File: config.mk
export PLATFORM = sky130hd
export DESIGN_NAME = mem_access_unit
export DESIGN_NICKNAME = d
export VERILOG_FILES = /design/src/rtl/mem_pkg.sv /design/src/rtl/mem_lane_align.sv /design/src/rtl/mem_access_unit.sv
export SDC_FILE = /design/constraint.sdc
export NUM_CORES = 1
export LEC_CHECK = 0
export ABC_AREA = 0
export BUFFER_PORTS_ARGS = -buffer_cell sky130_fd_sc_hd__buf_2
export CAP_MARGIN = 10
export CORE_ASPECT_RATIO = 0.8
export CORE_MARGIN = 10
export CORE_UTILIZATION = 45
export DETAILED_ROUTE_END_ITERATION = 16
export PLACE_DENSITY = 0.75
export SLEW_MARGIN = 20
export SYNTH_ARGS = -nofsm -noshare
export SYNTH_HDL_FRONTEND = slang
export SYNTH_SLANG_ARGS = --single-unit
File: constraint.sdc
create_clock -name CLK -period 3.8 [get_ports CLK]
set_clock_uncertainty 0.1 [all_clocks]
set_input_delay 0.76 -clock CLK [delete_from_list [all_inputs] [get_ports CLK]]
set_output_delay 0.76 -clock CLK [all_outputs]
set_load 0.05 [all_outputs]
File: src/rtl/mem_pkg.sv
// Shared encodings for the load/store front end: access sizes, FSM states, default geometry.
package mem_pkg;
    localparam int DEPTH_LOG2_DEF = 5;
    localparam int DATA_W_DEF     = 32;

    localparam logic [1:0] SZ_BYTE = 2'b00;
    localparam logic [1:0] SZ_HALF = 2'b01;
    localparam logic [1:0] SZ_WORD = 2'b10;
    localparam logic [1:0] SZ_ILL  = 2'b11;

    typedef enum logic [1:0] {
        IDLE  = 2'd0,
        READ  = 2'd1,
        WRITE = 2'd2,
        RESP  = 2'd3
    } state_t;
endpackage

File: src/rtl/mem_lane_align.sv
// Little-endian lane handling: extracts/extends load data and merges sub-word store data into the old word.
// Purely combinational; shared by the load-response and read-modify-write paths.
module mem_lane_align
    import mem_pkg::*;
(
    input  logic [31:0] old_word,
    input  logic [31:0] wdata,
    input  logic [1:0]  lane,
    input  logic [1:0]  size,
    input  logic        is_unsigned,
    output logic [31:0] ld_data,
    output logic [31:0] st_word
);
    logic [31:0] byte_shifted;
    logic [15:0] half_src;
    logic [31:0] byte_mask;
    logic [31:0] half_mask;
    logic [4:0]  byte_sh;
    logic [4:0]  half_sh;

    always_comb begin
        byte_sh      = {lane, 3'b000};
        half_sh      = {lane[1], 4'b0000};
        byte_shifted = old_word >> byte_sh;
        half_src     = lane[1] ? old_word[31:16] : old_word[15:0];
        byte_mask    = 32'h0000_00FF << byte_sh;
        half_mask    = 32'h0000_FFFF << half_sh;
        ld_data      = old_word;
        st_word      = wdata;
        case (size)
            SZ_BYTE: begin
                ld_data = {{24{~is_unsigned & byte_shifted[7]}}, byte_shifted[7:0]};
                st_word = (old_word & ~byte_mask) | ({24'b0, wdata[7:0]} << byte_sh);
            end
            SZ_HALF: begin
                ld_data = {{16{~is_unsigned & half_src[15]}}, half_src};
                st_word = (old_word & ~half_mask) | ({16'b0, wdata[15:0]} << half_sh);
            end
            default: begin
                ld_data = old_word;
                st_word = wdata;
            end
        endcase
    end
endmodule

File: src/rtl/mem_access_unit.sv
// Load/store front end for a word-addressed memory: checks, RMW for sub-word stores, load extension.
// Latency accept->response: error 1, load 2, word store 2, sub-word store 3; REQ_READY only in IDLE.
module mem_access_unit
    import mem_pkg::*;
#(
    parameter int DEPTH_LOG2 = DEPTH_LOG2_DEF,
    parameter int DATA_W     = DATA_W_DEF
) (
    input  logic              CLK,
    input  logic              RST,
    input  logic              REQ_VALID,
    output logic              REQ_READY,
    input  logic              REQ_WRITE,
    input  logic [1:0]        REQ_SIZE,
    input  logic              REQ_UNSIGNED,
    input  logic [DATA_W-1:0] REQ_ADDR,
    input  logic [DATA_W-1:0] REQ_WDATA,
    output logic              RSP_VALID,
    output logic [DATA_W-1:0] RSP_RDATA,
    output logic              RSP_ERROR,
    output logic              MEM_WRITE,
    output logic [DATA_W-1:0] MEM_ADRESS,
    output logic [DATA_W-1:0] MEM_WRITE_DATA,
    input  logic [DATA_W-1:0] MEM_READ_DATA
);
    state_t            state_q, state_d;
    logic [1:0]        lane_q, lane_d;
    logic [1:0]        size_q, size_d;
    logic              write_q, write_d;
    logic              uns_q, uns_d;
    logic [DATA_W-1:0] wdata_q, wdata_d;
    logic              mem_write_q, mem_write_d;
    logic [DATA_W-1:0] mem_adress_q, mem_adress_d;
    logic [DATA_W-1:0] mem_wdata_q, mem_wdata_d;
    logic              rsp_valid_q, rsp_valid_d;
    logic [DATA_W-1:0] rsp_rdata_q, rsp_rdata_d;
    logic              rsp_error_q, rsp_error_d;

    logic              req_err;
    logic              accept;
    logic [31:0]       ld_data;
    logic [31:0]       st_word;

    assign REQ_READY = (state_q == IDLE) && !RST;
    assign accept    = REQ_VALID && REQ_READY;

    assign req_err = (REQ_SIZE == SZ_ILL)
                   | ((REQ_SIZE == SZ_HALF) & REQ_ADDR[0])
                   | ((REQ_SIZE == SZ_WORD) & (|REQ_ADDR[1:0]))
                   | (|REQ_ADDR[DATA_W-1:DEPTH_LOG2+2]);

    // Fed straight from MEM's combinational read data during READ.
    mem_lane_align u_align (
        .old_word    (MEM_READ_DATA),
        .wdata       (wdata_q),
        .lane        (lane_q),
        .size        (size_q),
        .is_unsigned (uns_q),
        .ld_data     (ld_data),
        .st_word     (st_word)
    );

    always_comb begin
        state_d      = state_q;
        lane_d       = lane_q;
        size_d       = size_q;
        write_d      = write_q;
        uns_d        = uns_q;
        wdata_d      = wdata_q;
        mem_write_d  = 1'b0;
        mem_adress_d = mem_adress_q;
        mem_wdata_d  = mem_wdata_q;
        rsp_valid_d  = 1'b0;
        rsp_rdata_d  = '0;
        rsp_error_d  = 1'b0;
        case (state_q)
            IDLE: begin
                if (accept) begin
                    lane_d  = REQ_ADDR[1:0];
                    size_d  = REQ_SIZE;
                    write_d = REQ_WRITE;
                    uns_d   = REQ_UNSIGNED;
                    wdata_d = REQ_WDATA;
                    if (req_err) begin
                        state_d     = RESP;
                        rsp_valid_d = 1'b1;
                        rsp_error_d = 1'b1;
                    end else begin
                        mem_adress_d                   = '0;
                        mem_adress_d[DEPTH_LOG2-1:0]   = REQ_ADDR[DEPTH_LOG2+1:2];
                        if (REQ_WRITE && (REQ_SIZE == SZ_WORD)) begin
                            state_d     = WRITE;
                            mem_write_d = 1'b1;
                            mem_wdata_d = REQ_WDATA;
                        end else begin
                            state_d = READ;
                        end
                    end
                end
            end
            READ: begin
                if (write_q) begin
                    state_d     = WRITE;
                    mem_write_d = 1'b1;
                    mem_wdata_d = st_word;
                end else begin
                    state_d     = RESP;
                    rsp_valid_d = 1'b1;
                    rsp_rdata_d = ld_data;
                end
            end
            WRITE: begin
                state_d     = RESP;
                rsp_valid_d = 1'b1;
            end
            RESP: begin
                state_d = IDLE;
            end
            default: begin
                state_d = IDLE;
            end
        endcase
    end

    // Async reset aborts any in-flight access; MEM_WRITE drops without waiting for a clock.
    always_ff @(posedge CLK or posedge RST) begin
        if (RST) begin
            state_q      <= IDLE;
            lane_q       <= '0;
            size_q       <= '0;
            write_q      <= 1'b0;
            uns_q        <= 1'b0;
            wdata_q      <= '0;
            mem_write_q  <= 1'b0;
            mem_adress_q <= '0;
            mem_wdata_q  <= '0;
            rsp_valid_q  <= 1'b0;
            rsp_rdata_q  <= '0;
            rsp_error_q  <= 1'b0;
        end else begin
            state_q      <= state_d;
            lane_q       <= lane_d;
            size_q       <= size_d;
            write_q      <= write_d;
            uns_q        <= uns_d;
            wdata_q      <= wdata_d;
            mem_write_q  <= mem_write_d;
            mem_adress_q <= mem_adress_d;
            mem_wdata_q  <= mem_wdata_d;
            rsp_valid_q  <= rsp_valid_d;
            rsp_rdata_q  <= rsp_rdata_d;
            rsp_error_q  <= rsp_error_d;
        end
    end

    assign MEM_WRITE      = mem_write_q;
    assign MEM_ADRESS     = mem_adress_q;
    assign MEM_WRITE_DATA = mem_wdata_q;
    assign RSP_VALID      = rsp_valid_q;
    assign RSP_RDATA      = rsp_rdata_q;
    assign RSP_ERROR      = rsp_error_q;
endmodule

---- After elaboration in Yosys (flattened, before gate mapping) ----
Index checks and enable logic that the tools add are counted.
storage, ports and cells
  bits in registers ....................... 112
  logic and storage cells ................. 80
operators by class
  equality and inequality tests ........... 11
  shift operators ......................... 5
  mux-type cells .......................... 25
  bitwise operators ....................... 15
  reductions and logical operators ........ 12
operator list
  cell                     number
  $mux W32                 6
  $pmux W32 S2             3
  $and A32 B32 Y32         2
  $not A32 Y32             2
  $or A32 B32 Y32          2
  $shl A16 B5 Y32          1
  $shl A16 B5 Y32 const A  1
  $shl A8 B5 Y32           1
  $shl A8 B5 Y32 const A   1
  $shr A32 B5 Y8           1
  $reduce_or A25 Y1        1
  $mux W16                 1
  $mux W1                  9
  $eq A2 B2 Y1 const B     4
  $pmux W2 S4              1
  $eq A2 B1 Y1 const B     3
  $mux W2                  3
  $ne A2 B2 Y1 const B     3
  $reduce_and A5 Y1        1
  $and A1 B1 Y1            4
  $logic_not A2 Y1         2
  $logic_and A1 B1 Y1      3
  $or A1 B1 Y1             3
  $pmux W1 S3              1
  other kinds (8)          9

---- Logic depth before layout (Yosys ltp) ----
Gate-level depths: netlist of run 1.
  word-level depth ........................ 8
  mapped depth ............................ 8
  gate-level depth less buffers ........... 7

---- Cells and area by module ----
A second synthesis of run 1 with hierarchy kept.
second synthesis, totals
  cells, all modules ...................... 554
  area, all modules ....................... 6296.0 um^2
modules (own cells, without submodules)
  module           instances  cells each  area an instance (um^2)  seq. area each (um^2)
  mem_access_unit  1          336         4795.8                   2802.7
  mem_lane_align   1          218         1500.2                   0.0

---- Worst setup path before layout of run 1 ----
OpenSTA, ideal clock, no wires.
  path type ............................... input port to flip-flop
  start ................................... input RST
  end ..................................... register mem_adress_q[0] (netlist: MEM_ADRESS[0])
  arrival time ............................ 2.676 ns
  required time ........................... 3.575 ns
  path slack .............................. 0.899 ns
  stages on the path ...................... 4
  buffers on the path ..................... 0
  cell sequence ........................... nor2b_1 nand2_1 nor4_2 mux2_2
on the way
  cells in the longest elaborated chain, start to end .. 4
RTL lines
  element                             line                    text
  start, declared                     mem_access_unit.sv:10   input logic RST,
  $logic_not A1 Y1 (no source line)   n/a
  $logic_and A1 B1 Y1                 mem_access_unit.sv:44   assign REQ_READY = (state_q == IDLE) && !RST;
  $logic_and A1 B1 Y1                 mem_access_unit.sv:45   assign accept = REQ_VALID && REQ_READY;
  $reduce_and A3 Y1 (no source line)  n/a
  end signal, assigned                mem_access_unit.sv:148  mem_adress_q <= mem_adress_d;
  end, declared                       mem_access_unit.sv:33   logic [DATA_W-1:0] mem_adress_q, mem_adress_d;
Every way passes these cells.
A chain may end at the register's enable or synchronous reset.

---- Final worst setup path of run 1 ----
  start ................................... register size_q[0]
  end ..................................... register mem_wdata_q[24] (netlist: MEM_WRITE_DATA[24])
on the way
  cells in the longest elaborated chain, start to end .. 4
  elaborated cells on any way between the ends .. 5
RTL lines
  element                                                  line                    text
  start, declared                                          mem_access_unit.sv:28   logic [1:0] size_q, size_d;
  start signal, assigned                                   mem_access_unit.sv:143  size_q <= size_d;
  $eq A2 B1 Y1 / $logic_not A2 Y1 (equally long branches)  mem_lane_align.sv:30    case (size)
  $pmux W32 S2 *                                           mem_lane_align.sv:30
  $mux W32 *                                               mem_access_unit.sv:102  if (write_q) begin
  $pmux W32 S2 *                                           mem_access_unit.sv:76   case (state_q)
  end signal, assigned                                     mem_access_unit.sv:149  mem_wdata_q <= mem_wdata_d;
  end, declared                                            mem_access_unit.sv:34   logic [DATA_W-1:0] mem_wdata_q, mem_wdata_d;
Every way passes the cells marked *; elsewhere a longest branch is shown, timed or not. The select of a mux whose other input is x is not followed.

==> results.sh, run 1 <==
export IMPL_antenna_found_initial=4
export IMPL_maxSlewHeadroom=0.226
export IMPL_syn_area_um2=6340
export IMPL_synth_edf_count=0
export IMPL_min_period_ns=2.67
export IMPL_tritoncts="built"
export IMPL_core_area_um2=13700
export IMPL_synth_top_area_frac=0.442
export IMPL_vias=5369
export IMPL_grt_overflow=0
export IMPL_num_rows=38
export IMPL_r2r_start="size_q[0]$_DFFE_PP0P_"
export IMPL_grt_pass1_wl_mm=31.2
export IMPL_ys_types=43
export IMPL_path_cells="inv_1 -> nor2_1 -> a222oi_1 -> a21oi_1 -> mux2_4"
export IMPL_p_sw_frac=0.493
export IMPL_die_area_um2=19300
export IMPL_totalWireLength_mm=20.5
export IMPL_tightestPinTransition_ns=1.15
export IMPL_synth_area_leader_cell="dfrtp_1"
export IMPL_worst_ep_required_time_ns=4.00
export IMPL_worst_path_max_delay_cell="dfrtp_1"
export IMPL_finalNetCount=888
export IMPL_n_fill_cell=1239
export IMPL_worstPathMaxFanout=28
export IMPL_start_kind="register"
export IMPL_worstPathArrival_ns=2.87
export IMPL_powerDensity_nw_per_um2=957
export IMPL_ant_nets=0
export IMPL_status="complete, no violations"
export IMPL_path_depth=5
export IMPL_insertion_delay_ns=0.36
export IMPL_pwr_share_clk=0.144
export IMPL_cts_buffers=9
export IMPL_power_leakage_nw=3.87
export IMPL_fp_dieH_um=126
export IMPL_startpoint="size_q[0]$_DFFE_PP0P_"
export IMPL_maxCapViolCount=0
export IMPL_via_per_inst=5.54
export IMPL_power_frac_seq=0.301
export IMPL_grt_pass1_vias=5387
export IMPL_cp_top_family="flip-flops"
export IMPL_drtPass1Iterations=9
export IMPL_hpwl_mm=15.8
export IMPL_drtIter0Drc=624
export IMPL_initial_core_util=0.463
export IMPL_cp_num_buf_inv=1
export IMPL_h_tree_depth=3
export IMPL_r2r_end="MEM_WRITE_DATA[24]$_DFFE_PP0P_"
export IMPL_cp_slowest_stage_delay_ns=0.93
export IMPL_grt_use_total=0.203
export IMPL_period_share=0.703
export IMPL_critPathKind="reg -> reg"
export IMPL_combPwrFrac=0.555
export IMPL_fmax_ghz=0.374
export IMPL_gp_congestion=0.967
export IMPL_worst_slack_ns=1.13
export IMPL_dp_slack_ns=1.00
export IMPL_rrSetupSlack_ns=1.13
export IMPL_ctsLongestPathBuffers=2
export IMPL_drc=0
export IMPL_drive_gt1_frac=0.383
export IMPL_post_cts_setup_buffers=0
export IMPL_rsz0062_at_grt="false"
export IMPL_report_final_hold_viol_count=0
export IMPL_post_cts_resized=0
export IMPL_setup_viol_count_final=0
export IMPL_area_delta_synth_final_pct=19.6
export IMPL_crit_path_end="MEM_WRITE_DATA[24]$_DFFE_PP0P_"
export IMPL_die_w_um=153
export IMPL_async_flop_share=1.00
export IMPL_hold_buffers=0
export IMPL_yosysWarnings=0
export IMPL_syn_mean_instance_area_um2=10.1
export IMPL_intPower_mw=3.68
export IMPL_cp_end_kind="register"
export IMPL_io_pins=203
export IMPL_p_switching_mw=3.57
export IMPL_ys_seq_elements=112
export IMPL_synth_area_leaders="dfrtp_1 44%, mux2_2 12%, mux2_4 5.4%, a21oi_1 3.5%, buf_4 3.2%"
export IMPL_peakVddDrop_v=0.000517
export IMPL_grt_max_degree=65
export IMPL_cts_sinks=112
export IMPL_root_buffer="clkbuf_16"
export IMPL_setup_tns_final_ns=0
export IMPL_maxSlewViolCount=0
export IMPL_wl_per_cell_um=21.2
export IMPL_io_buffers=175
export IMPL_hold_ws_ns=0.258
export IMPL_seq_area_frac_synth=0.442
export IMPL_cts_clk_slew_worst_paths_ns=0.07
export IMPL_hp_class="in -> async"
export IMPL_synthCells=627
export IMPL_final_util=0.554
export IMPL_yosys_most_used_dff="dfrtp_1"
export IMPL_worst_r2r_cell_count=5
[per-stage QoR]
stage | instances | power [mW] | cell area, um2
5_1_grt | 965 | 7.65 | 7570
4_1_cts | 965 | 7.24 | 7570
2_1_floorplan | 653 | 5.19 | 6440
6_report | 969 | 7.25 | 7580
3_5_place_dp | 949 | 6.18 | 7250
3_3_place_gp | 949 | 6.11 | 7250
[cells in the final DEF, fill, tap and decap left out, types with 2 or more instances in the layout]
| cell | synthesis | final |
|---|---|---|
| a21oi_1 | 44 | 44 |
| bufinv_16 | 0 | 2 |
| o221a_2 | 2 | 2 |
| ha_1 | 5 | 4 |
| nor2b_1 | 4 | 4 |
| inv_1 | 36 | 35 |
| mux2i_1 | 16 | 16 |
| diode_2 | 0 | 4 |
| a22o_1 | 7 | 7 |
| a22oi_1 | 19 | 19 |
| conb_1 | 1 | 27 |
| nor2_1 | 44 | 44 |
| dfrtp_1 | 112 | 111 |
| nor4_1 | 5 | 5 |
| nor3_1 | 2 | 2 |
| inv_6 | 0 | 3 |
| a31oi_1 | 17 | 17 |
| nand2b_1 | 6 | 6 |
| clkbuf_16 | 0 | 9 |
| o21ai_0 | 37 | 37 |
| a222oi_1 | 11 | 11 |
| mux2_4 | 23 | 23 |
| nand2_1 | 51 | 51 |
| a21o_1 | 6 | 6 |
| buf_4 | 27 | 10 |
| a221oi_1 | 7 | 7 |
| mux2_2 | 67 | 67 |
| nand3_1 | 12 | 12 |
| o22ai_1 | 9 | 9 |
| buf_2 | 8 | 175 |
[layer usage]
layer	GRT usage	vias up	wire, um
li1	-	2499	-
met1	0.283	2562	9110
met2	0.299	278	9010
met3	0.0616	28	2060
met4	0.0515	2	327
met5	0	-	9
[power groups by stage]
| stage | combinational [mW] | clock, mW | sequential, mW |
|---|---|---|---|
| 2_1_floorplan | 2.20 | 0 | 2.98 |
| 6_report | 4.02 | 1.05 | 2.18 |
| 3_3_place_gp | 3.94 | 0 | 2.17 |
| 4_1_cts | 4.02 | 1.06 | 2.16 |
| 5_1_grt | 4.30 | 1.11 | 2.24 |
| 3_5_place_dp | 4.01 | 0 | 2.17 |
[sequential cells by signal, summed over array words and instances (netlist names), 2 cells and up]
signal / flops
MEM_WRITE_DATA: 32
RSP_RDATA: 32
wdata_q: 32
MEM_ADRESS: 5
lane_q: 2
size_q: 2
state_q: 2
[cell usage after synthesis, types with 2 or more instances]
cell      count
nand2b_1      6
mux2_2       67
a221oi_1      7
clkbuf_1     27
nor2b_1       4
a21oi_1      44
a22o_1        7
buf_2         8
nor2_1       44
nor3_1        2
o21ai_0      37
a31oi_1      17
inv_1        36
a222oi_1     11
mux2_4       23
a22oi_1      19
nor4_1        5
nand2_1      51
a21o_1        6
buf_6         3
nand3_1      12
buf_4        27
o22ai_1       9
ha_1          5
mux2i_1      16
o221a_2       2
buf_1         5
dfrtp_1     112
[how the worst min path moves through the flow]
| stage | to | from |
|---|---|---|
| 2_1_floorplan | wdata_q[16]$_DFFE_PP0P_ | wdata_q[16]$_DFFE_PP0P_ |
| 3_3_place_gp | MEM_ADRESS[0]$_DFFE_PP0P_ | MEM_ADRESS[0]$_DFFE_PP0P_ |
| 3_5_place_dp | MEM_WRITE_DATA[5]$_DFFE_PP0P_ | MEM_WRITE_DATA[5]$_DFFE_PP0P_ |
| 4_1_cts | RSP_RDATA[19]$_DFF_PP0_ | RST |
| 5_1_grt | RSP_RDATA[19]$_DFF_PP0_ | RST |
| 6_report | RSP_RDATA[19]$_DFF_PP0_ | RST |
[cell families after synthesis]
group | count (synthesis) | share of synthesized area
buffers and inverters | 106 | 0.0839
other | 1 | 0.000591
AO/OA/AOI/OAI | 165 | 0.169
AND/OR/NAND/NOR | 130 | 0.0912
flip-flops | 112 | 0.442
multiplexers | 108 | 0.204
adder cells (fa/ha/maj) | 5 | 0.00987
[final cells by class]
class                      count  area, um2  share of cell area
sequential                   112       2800               0.370
timing repair buffer         186        971               0.128
tap                          180        225              0.0297
clock inverter                 6       97.6              0.0129
antenna                        4       10.0             0.00132
clock buffer                  10        229              0.0302
inverter                      36        139              0.0183
multi-input combinational    435       3110               0.410
Power figures use the tool's default switching activity.
==> run 2, diff against run 1 <==
--- a/config.mk
+++ b/config.mk
@@ -5,14 +5,14 @@
 export SDC_FILE = /design/constraint.sdc
 export NUM_CORES = 1
 export LEC_CHECK = 0
-export ABC_AREA = 0
+export ABC_AREA = 1
 export BUFFER_PORTS_ARGS = -buffer_cell sky130_fd_sc_hd__buf_2
 export CAP_MARGIN = 10
 export CORE_ASPECT_RATIO = 0.8
 export CORE_MARGIN = 10
 export CORE_UTILIZATION = 45
 export DETAILED_ROUTE_END_ITERATION = 16
-export PLACE_DENSITY = 0.75
+export PLACE_DENSITY = 0.74
 export SLEW_MARGIN = 20
 export SYNTH_ARGS = -nofsm -noshare
 export SYNTH_HDL_FRONTEND = slang
==> constraint.sdc (replaced) <==
create_clock -name CLK -period 2.25 [get_ports CLK]
set_clock_uncertainty 0.1 [all_clocks]
set_input_delay 0.45 -clock CLK [delete_from_list [all_inputs] [get_ports CLK]]
set_output_delay 0.45 -clock CLK [all_outputs]
set_load 0.05 [all_outputs]
==> results.sh, run 2 <==
export IMPL_status="complete, no violations"
export IMPL_p_total_mw=12.5
export IMPL_cp_end_kind="primary output"
export IMPL_maxSlewViolCount=0
export IMPL_path_cells="inv_1 -> ha_2 -> inv_2 -> nor2_1 -> buf_6"
export IMPL_grt_pass1_vias=6491
export IMPL_insertion_delay_ns=0.37
export IMPL_power_leakage_nw=4.34
export IMPL_cts_sinks=112
export IMPL_rrSetupSlack_ns=0.16
export IMPL_maxSlewHeadroom=0.595
export IMPL_rsz0062_at_grt="false"
export IMPL_hp_class="in -> async"
export IMPL_r2r_end="RSP_RDATA[30]$_DFF_PP0_"
export IMPL_fmax_ghz=0.477
export IMPL_min_period_ns=2.10
export IMPL_peakVddDrop_v=0.00103
export IMPL_muxShareOfSynthArea=0
export IMPL_design_area_um2=7880
export IMPL_finalNetCount=1208
export IMPL_powerDensity_nw_per_um2=1590
export IMPL_via_per_inst=5.24
export IMPL_layout_commonest_cell="nand2_1"
export IMPL_area_delta_synth_final_pct=19.9
export IMPL_tritoncts="built"
export IMPL_start_kind="register"
export IMPL_worstPathArrival_ns=1.55
export IMPL_root_buffer="clkbuf_16"
export IMPL_synthCells=940
export IMPL_core_area_um2=14300
export IMPL_report_final_hold_viol_count=0
export IMPL_worstPathMaxFanout=6
export IMPL_synth_area_leaders="dfrtp_1 43%, nand2_1 18%, o21ai_0 7.1%, nand3_1 5.9%, nor2_1 5.0%"
export IMPL_worst_path_max_delay_cell="dfrtp_1"
export IMPL_syn_area_um2=6570
export IMPL_gp_congestion=0.948
export IMPL_h_tree_depth=3
export IMPL_postPlaceCellArea_um2=7580
export IMPL_io_buffers=175
export IMPL_cts_clk_slew_worst_paths_ns=0.08
export IMPL_critPathKind="reg -> out"
export IMPL_drtPass1Iterations=5
export IMPL_maxCapViolCount=0
export IMPL_cp_slowest_stage_delay_ns=0.42
export IMPL_grt_overflow=0
export IMPL_wl_per_cell_um=17.1
export IMPL_ys_types=33
export IMPL_post_cts_setup_buffers=0
export IMPL_p_switching_mw=6.86
export IMPL_synth_edf_count=0
export IMPL_setup_viol_count_final=0
export IMPL_pwr_share_clk=0.126
export IMPL_period_share=0.932
export IMPL_drtIter0Drc=664
export IMPL_combPwrFrac=0.599
export IMPL_worst_r2r_cell_count=9
export IMPL_dp_cells=1273
export IMPL_synth_compound_area_share=0.149
export IMPL_synthXorXnorAreaFrac=0
export IMPL_ant_nets=0
export IMPL_totalWireLength_mm=22.0
export IMPL_synth_most_common_cell="nand2_1"
export IMPL_yosys_most_used_dff="dfrtp_1"
export IMPL_stdcell_count=1291
export IMPL_io_pins=203
export IMPL_num_rows=39
export IMPL_setup_tns_final_ns=0
export IMPL_antenna_found_initial=3
export IMPL_initial_core_util=0.459
export IMPL_vias=6762
export IMPL_grt_pass1_wl_mm=34.8
export IMPL_synth_top_area_frac=0.427
export IMPL_syn_mean_instance_area_um2=6.99
export IMPL_power_frac_seq=0.275
export IMPL_fp_dieH_um=128
export IMPL_hold_ws_ns=0.173
export IMPL_synth_area_leader_cell="dfrtp_1"
export IMPL_worst_ep_required_time_ns=1.70
export IMPL_ctsLongestPathBuffers=2
export IMPL_intPower_mw=5.64
export IMPL_seq_area_frac_synth=0.427
export IMPL_most_common_layout_cells="319 x nand2_1, 174 x buf_2, 111 x dfrtp_1"
export IMPL_cts_buffers=9
export IMPL_yosys_top_cells_count="320 x nand2_1, 112 x dfrtp_1, 93 x o21ai_0"
export IMPL_tightestPinTransition_ns=0.608
export IMPL_yosysWarnings=0
export IMPL_synthAdderAreaFrac=0.00953
export IMPL_hpwl_mm=16.9
export IMPL_die_w_um=155
export IMPL_async_flop_share=1.00
export IMPL_yosys_area_share_simple=0.308
export IMPL_p_sw_frac=0.549
export IMPL_drc=0
export IMPL_drive_gt1_frac=0.228
export IMPL_ys_seq_elements=112
export IMPL_die_area_um2=19900
export IMPL_grt_max_degree=113
export IMPL_r2r_start="size_q[1]$_DFFE_PP0P_"
export IMPL_synth_top_family_by_area="simple AND/OR/NAND/NOR gates"
export IMPL_grt_use_total=0.218
==> run 2: cell types whose count changed after synthesis, sizes merged, moves of 11 or more <==
cell and delta:
nand2 +274, nor2 +47, a31oi -17, buf +15
o21ai +67, inv +35, mux2 -91, a222oi -11
nand3 +66, a22oi -19, mux2i -16
==> run 2: logic make-up (layout without fill, tap and decap cells) <==
| family | Yosys count | count (layout) |
|---|---|---|
| other | 1 | 29 |
| AND/OR/NAND/NOR | 498 | 498 |
| buffers and inverters | 148 | 287 |
| AO/OA/AOI/OAI | 176 | 176 |
| flip-flops | 112 | 112 |
| adder cells (fa/ha/maj) | 5 | 5 |
==> run 2: area by class of cell <==
class                           instances  area (um2)
Multi-Input combinational cell        706        3180
Clock inverter                          7        56.3
Clock buffer                            9         225
Fill cell                            1441        6420
Antenna cell                            2        5.00
Inverter                               71         270
Tap cell                              184         230
Timing Repair Buffer                  200        1110
Sequential cell                       112        2800
==> run 2: worst max-delay path by stage <==
stage / startpoint / cells after the start / endpoint / slack (ns)
after floorplan: RST / 9 / MEM_WRITE_DATA[0]$_DFFE_PP0P_ / -1.19
after global placement: REQ_ADDR[8] / 10 / MEM_WRITE_DATA[5]$_DFFE_PP0P_ / 0.24
after detailed placement: size_q[1]$_DFFE_PP0P_ / 9 / RSP_RDATA[30]$_DFF_PP0_ / 0.22
after CTS: state_q[0]$_DFFE_PP0P_ / 5 / REQ_READY / 0.05
after global routing: size_q[1]$_DFFE_PP0P_ / 9 / RSP_RDATA[30]$_DFF_PP0_ / 0.02
final: state_q[0]$_DFFE_PP0P_ / 5 / REQ_READY / 0.15
==> run 2: layer usage <==
| layer | wire length [um] | global-route usage | vias up |
|---|---|---|---|
| li1 | - | - | 3273 |
| met1 | 9410 | 0.294 | 3145 |
| met2 | 9870 | 0.329 | 308 |
| met3 | 2360 | 0.0711 | 34 |
| met4 | 372 | 0.0555 | 2 |
| met5 | 13 | 0 | - |
==> run 2: critical path, delay by kind of cell, from the launching register on <==
kind                     cells  cell delay [ns]
AND/OR/NAND/NOR              1             0.13
flip-flops                   1             0.42
adder cells (fa/ha/maj)      1             0.23
buffers and inverters        3             0.41
==> run 2: what timing repair did <==
| item | in CTS | in global routing |
|---|---|---|
| setup endpoints to repair | 0 | 1 |
| resized for setup | 0 | 4 |
| hold buffers | 0 | 0 |
==> run 2: power by group through the flow <==
stage | logic, mW | registers [mW] | clock network (mW)
finish | 7.48 | 3.44 | 1.57
floorplan | 4.10 | 4.89 | 0
global route | 8.22 | 3.52 | 1.67
global placement | 7.32 | 3.45 | 0
CTS | 7.44 | 3.42 | 1.59
detailed placement | 7.41 | 3.45 | 0
==> run 2: through the flow <==
step / worst slack (ns) / utilization
2_1_floorplan: -1.19 / -
3_3_place_gp: 0.239 / 0.530
3_5_place_dp: 0.218 / 0.530
4_1_cts: 0.0520 / 0.550
5_1_grt: 0.0187 / 0.551
6_report: 0.152 / 0.551
==> run 3, diff against run 2 <==
--- a/config.mk
+++ b/config.mk
@@ -5,14 +5,14 @@
 export SDC_FILE = /design/constraint.sdc
 export NUM_CORES = 1
 export LEC_CHECK = 0
-export ABC_AREA = 1
+export ABC_AREA = 0
 export BUFFER_PORTS_ARGS = -buffer_cell sky130_fd_sc_hd__buf_2
 export CAP_MARGIN = 10
 export CORE_ASPECT_RATIO = 0.8
 export CORE_MARGIN = 10
 export CORE_UTILIZATION = 45
 export DETAILED_ROUTE_END_ITERATION = 16
-export PLACE_DENSITY = 0.74
+export PLACE_DENSITY = 0.75
 export SLEW_MARGIN = 20
 export SYNTH_ARGS = -nofsm -noshare
 export SYNTH_HDL_FRONTEND = slang
==> results.sh, run 3 (synthesized netlist as in run 1, its figures left out) <==
export IMPL_insertion_delay_ns=0.35
export IMPL_totalWireLength_mm=21.1
export IMPL_report_final_hold_viol_count=0
export IMPL_layout_commonest_cell="buf_2"
export IMPL_met3_usage=0.0837
export IMPL_rsz0062_at_grt="false"
export IMPL_wl_per_cell_um=21.3
export IMPL_maxCapViolCount=0
export IMPL_p_total_mw=12.6
export IMPL_setup_tns_final_ns=0
export IMPL_power_leakage_nw=4.03
export IMPL_num_rows=38
export IMPL_io_pins=203
export IMPL_grt_pass1_wl_mm=31.6
export IMPL_grt_use_total=0.205
export IMPL_initial_core_util=0.463
export IMPL_start_kind="register"
export IMPL_status="complete, no violations"
export IMPL_grt_busiest_layer="met2"
export IMPL_peakVddDrop_v=0.000810
export IMPL_die_area_um2=19300
export IMPL_fmax_ghz=0.459
export IMPL_power_frac_seq=0.278
export IMPL_cts_sinks=112
export IMPL_path_cells="inv_1 -> ha_2 -> o21ai_0 -> a21boi_1 -> a31oi_4 -> clkbuf_16 -> mux2_4"
export IMPL_core_area_um2=13700
export IMPL_intPower_mw=6.43
export IMPL_antenna_found_initial=7
export IMPL_maxSlewHeadroom=0.532
export IMPL_min_period_ns=2.18
export IMPL_tightestPinTransition_ns=0.700
export IMPL_hpwl_mm=16.1
export IMPL_pwr_share_clk=0.131
export IMPL_drive_gt1_frac=0.408
export IMPL_hp_class="in -> async"
export IMPL_period_share=0.968
export IMPL_drtPass1Iterations=7
export IMPL_p_sw_frac=0.487
export IMPL_cp_slowest_stage_delay_ns=0.40
export IMPL_maxSlewViolCount=0
export IMPL_powerDensity_nw_per_um2=1600
export IMPL_via_per_inst=5.52
export IMPL_worst_ep_required_time_ns=2.39
export IMPL_cts_clk_slew_worst_paths_ns=0.07
export IMPL_vias=5491
export IMPL_tritoncts="built"
export IMPL_h_tree_depth=3
export IMPL_cp_end_kind="register"
export IMPL_io_buffers=175
export IMPL_finalNetCount=915
export IMPL_worstPathMaxFanout=16
export IMPL_area_delta_synth_final_pct=23.6
export IMPL_grt_max_degree=65
export IMPL_most_common_layout_cells="175 x buf_2, 111 x dfrtp_1, 67 x mux2_2"
export IMPL_cp_top_family="compound AO/OA/AOI/OAI gates"
export IMPL_combPwrFrac=0.591
export IMPL_p_switching_mw=6.12
export IMPL_grt_use_met1=0.266
export IMPL_worstPathArrival_ns=2.32
export IMPL_ant_nets=0
export IMPL_met2_usage=0.311
export IMPL_cts_buffers=9
export IMPL_critPathKind="reg -> reg"
export IMPL_fp_dieH_um=126
export IMPL_setup_viol_count_final=0
export IMPL_worst_path_max_delay_cell="dfrtp_1"
export IMPL_grt_overflow=0
export IMPL_grt_pass1_vias=5422
export IMPL_drc=0
export IMPL_root_buffer="clkbuf_16"
export IMPL_ctsLongestPathBuffers=2
export IMPL_cp_num_buf_inv=2
export IMPL_gp_congestion=0.979
export IMPL_die_w_um=153
export IMPL_drtIter0Drc=648
-- run 3: final timing paths --
| kind | start | endpoint | slack [ns] | cells past startpoint |
|---|---|---|---|---|
| max in group asynchronous | RST | wdata_q[9]$_DFFE_PP0P_ | 1.40 | 3 |
| hold reg to reg | MEM_WRITE_DATA[19]$_DFFE_PP0P_ | MEM_WRITE_DATA[19]$_DFFE_PP0P_ | 0.40 | 1 |
| hold / removal | RST | RSP_RDATA[31]$_DFF_PP0_ | 0.01 | 2 |
| setup reg to reg | state_q[1]$_DFFE_PP0P_ | MEM_WRITE_DATA[28]$_DFFE_PP0P_ | 0.07 | 7 |
| min in group CLK | REQ_ADDR[6] | MEM_ADRESS[4]$_DFFE_PP0P_ | 0.23 | 2 |
| setup / recovery | state_q[1]$_DFFE_PP0P_ | MEM_WRITE_DATA[28]$_DFFE_PP0P_ | 0.07 | 7 |
-- run 3: power groups by stage --
stage | Sequential (mW) | Clock, mW | Combinational, mW
finish | 3.49 | 1.64 | 7.43
detailed placement | 3.48 | 0 | 7.26
floorplan | 5.04 | 0 | 3.73
global placement | 3.47 | 0 | 7.16
global route | 3.58 | 1.75 | 7.91
CTS | 3.46 | 1.68 | 7.29
-- run 3: area by class of cell --
cell class	instances	area, um2
fillers	1213	5860
multi-input cells	435	3130
flip-flops and latches	112	2800
repair buffers	213	1230
clock buffers	11	243
well taps	180	225
inverters	36	139
clock inverters	5	63.8
diodes	2	5.00
-- run 3: layer usage --
metal | vias to the layer above | routed length (um)
li1 | 2554 | -
met1 | 2626 | 8840
met2 | 263 | 9510
met3 | 40 | 2350
met4 | 8 | 365
met5 | - | 61
-- run 3: metrics by stage --
stage	instances	hold WS, ns	worst slack [ns]	instance area (um2)	util
after detailed placement	972	0.387	0.0129	7470	0.546
after global placement	972	0.385	0.0498	7470	0.546
after global routing	992	0.0251	0.00144	7830	0.572
after CTS	988	0.0177	0.0517	7780	0.568
after floorplan	653	0.379	0.00502	6460	-
final	994	0.0139	0.0728	7840	0.572
-- run 3: what timing repair did --
action,in CTS,in global routing
hold buffers,0,0
buffers inserted,0,3
gates resized for setup,0,1
endpoints found under the setup margin,0,25
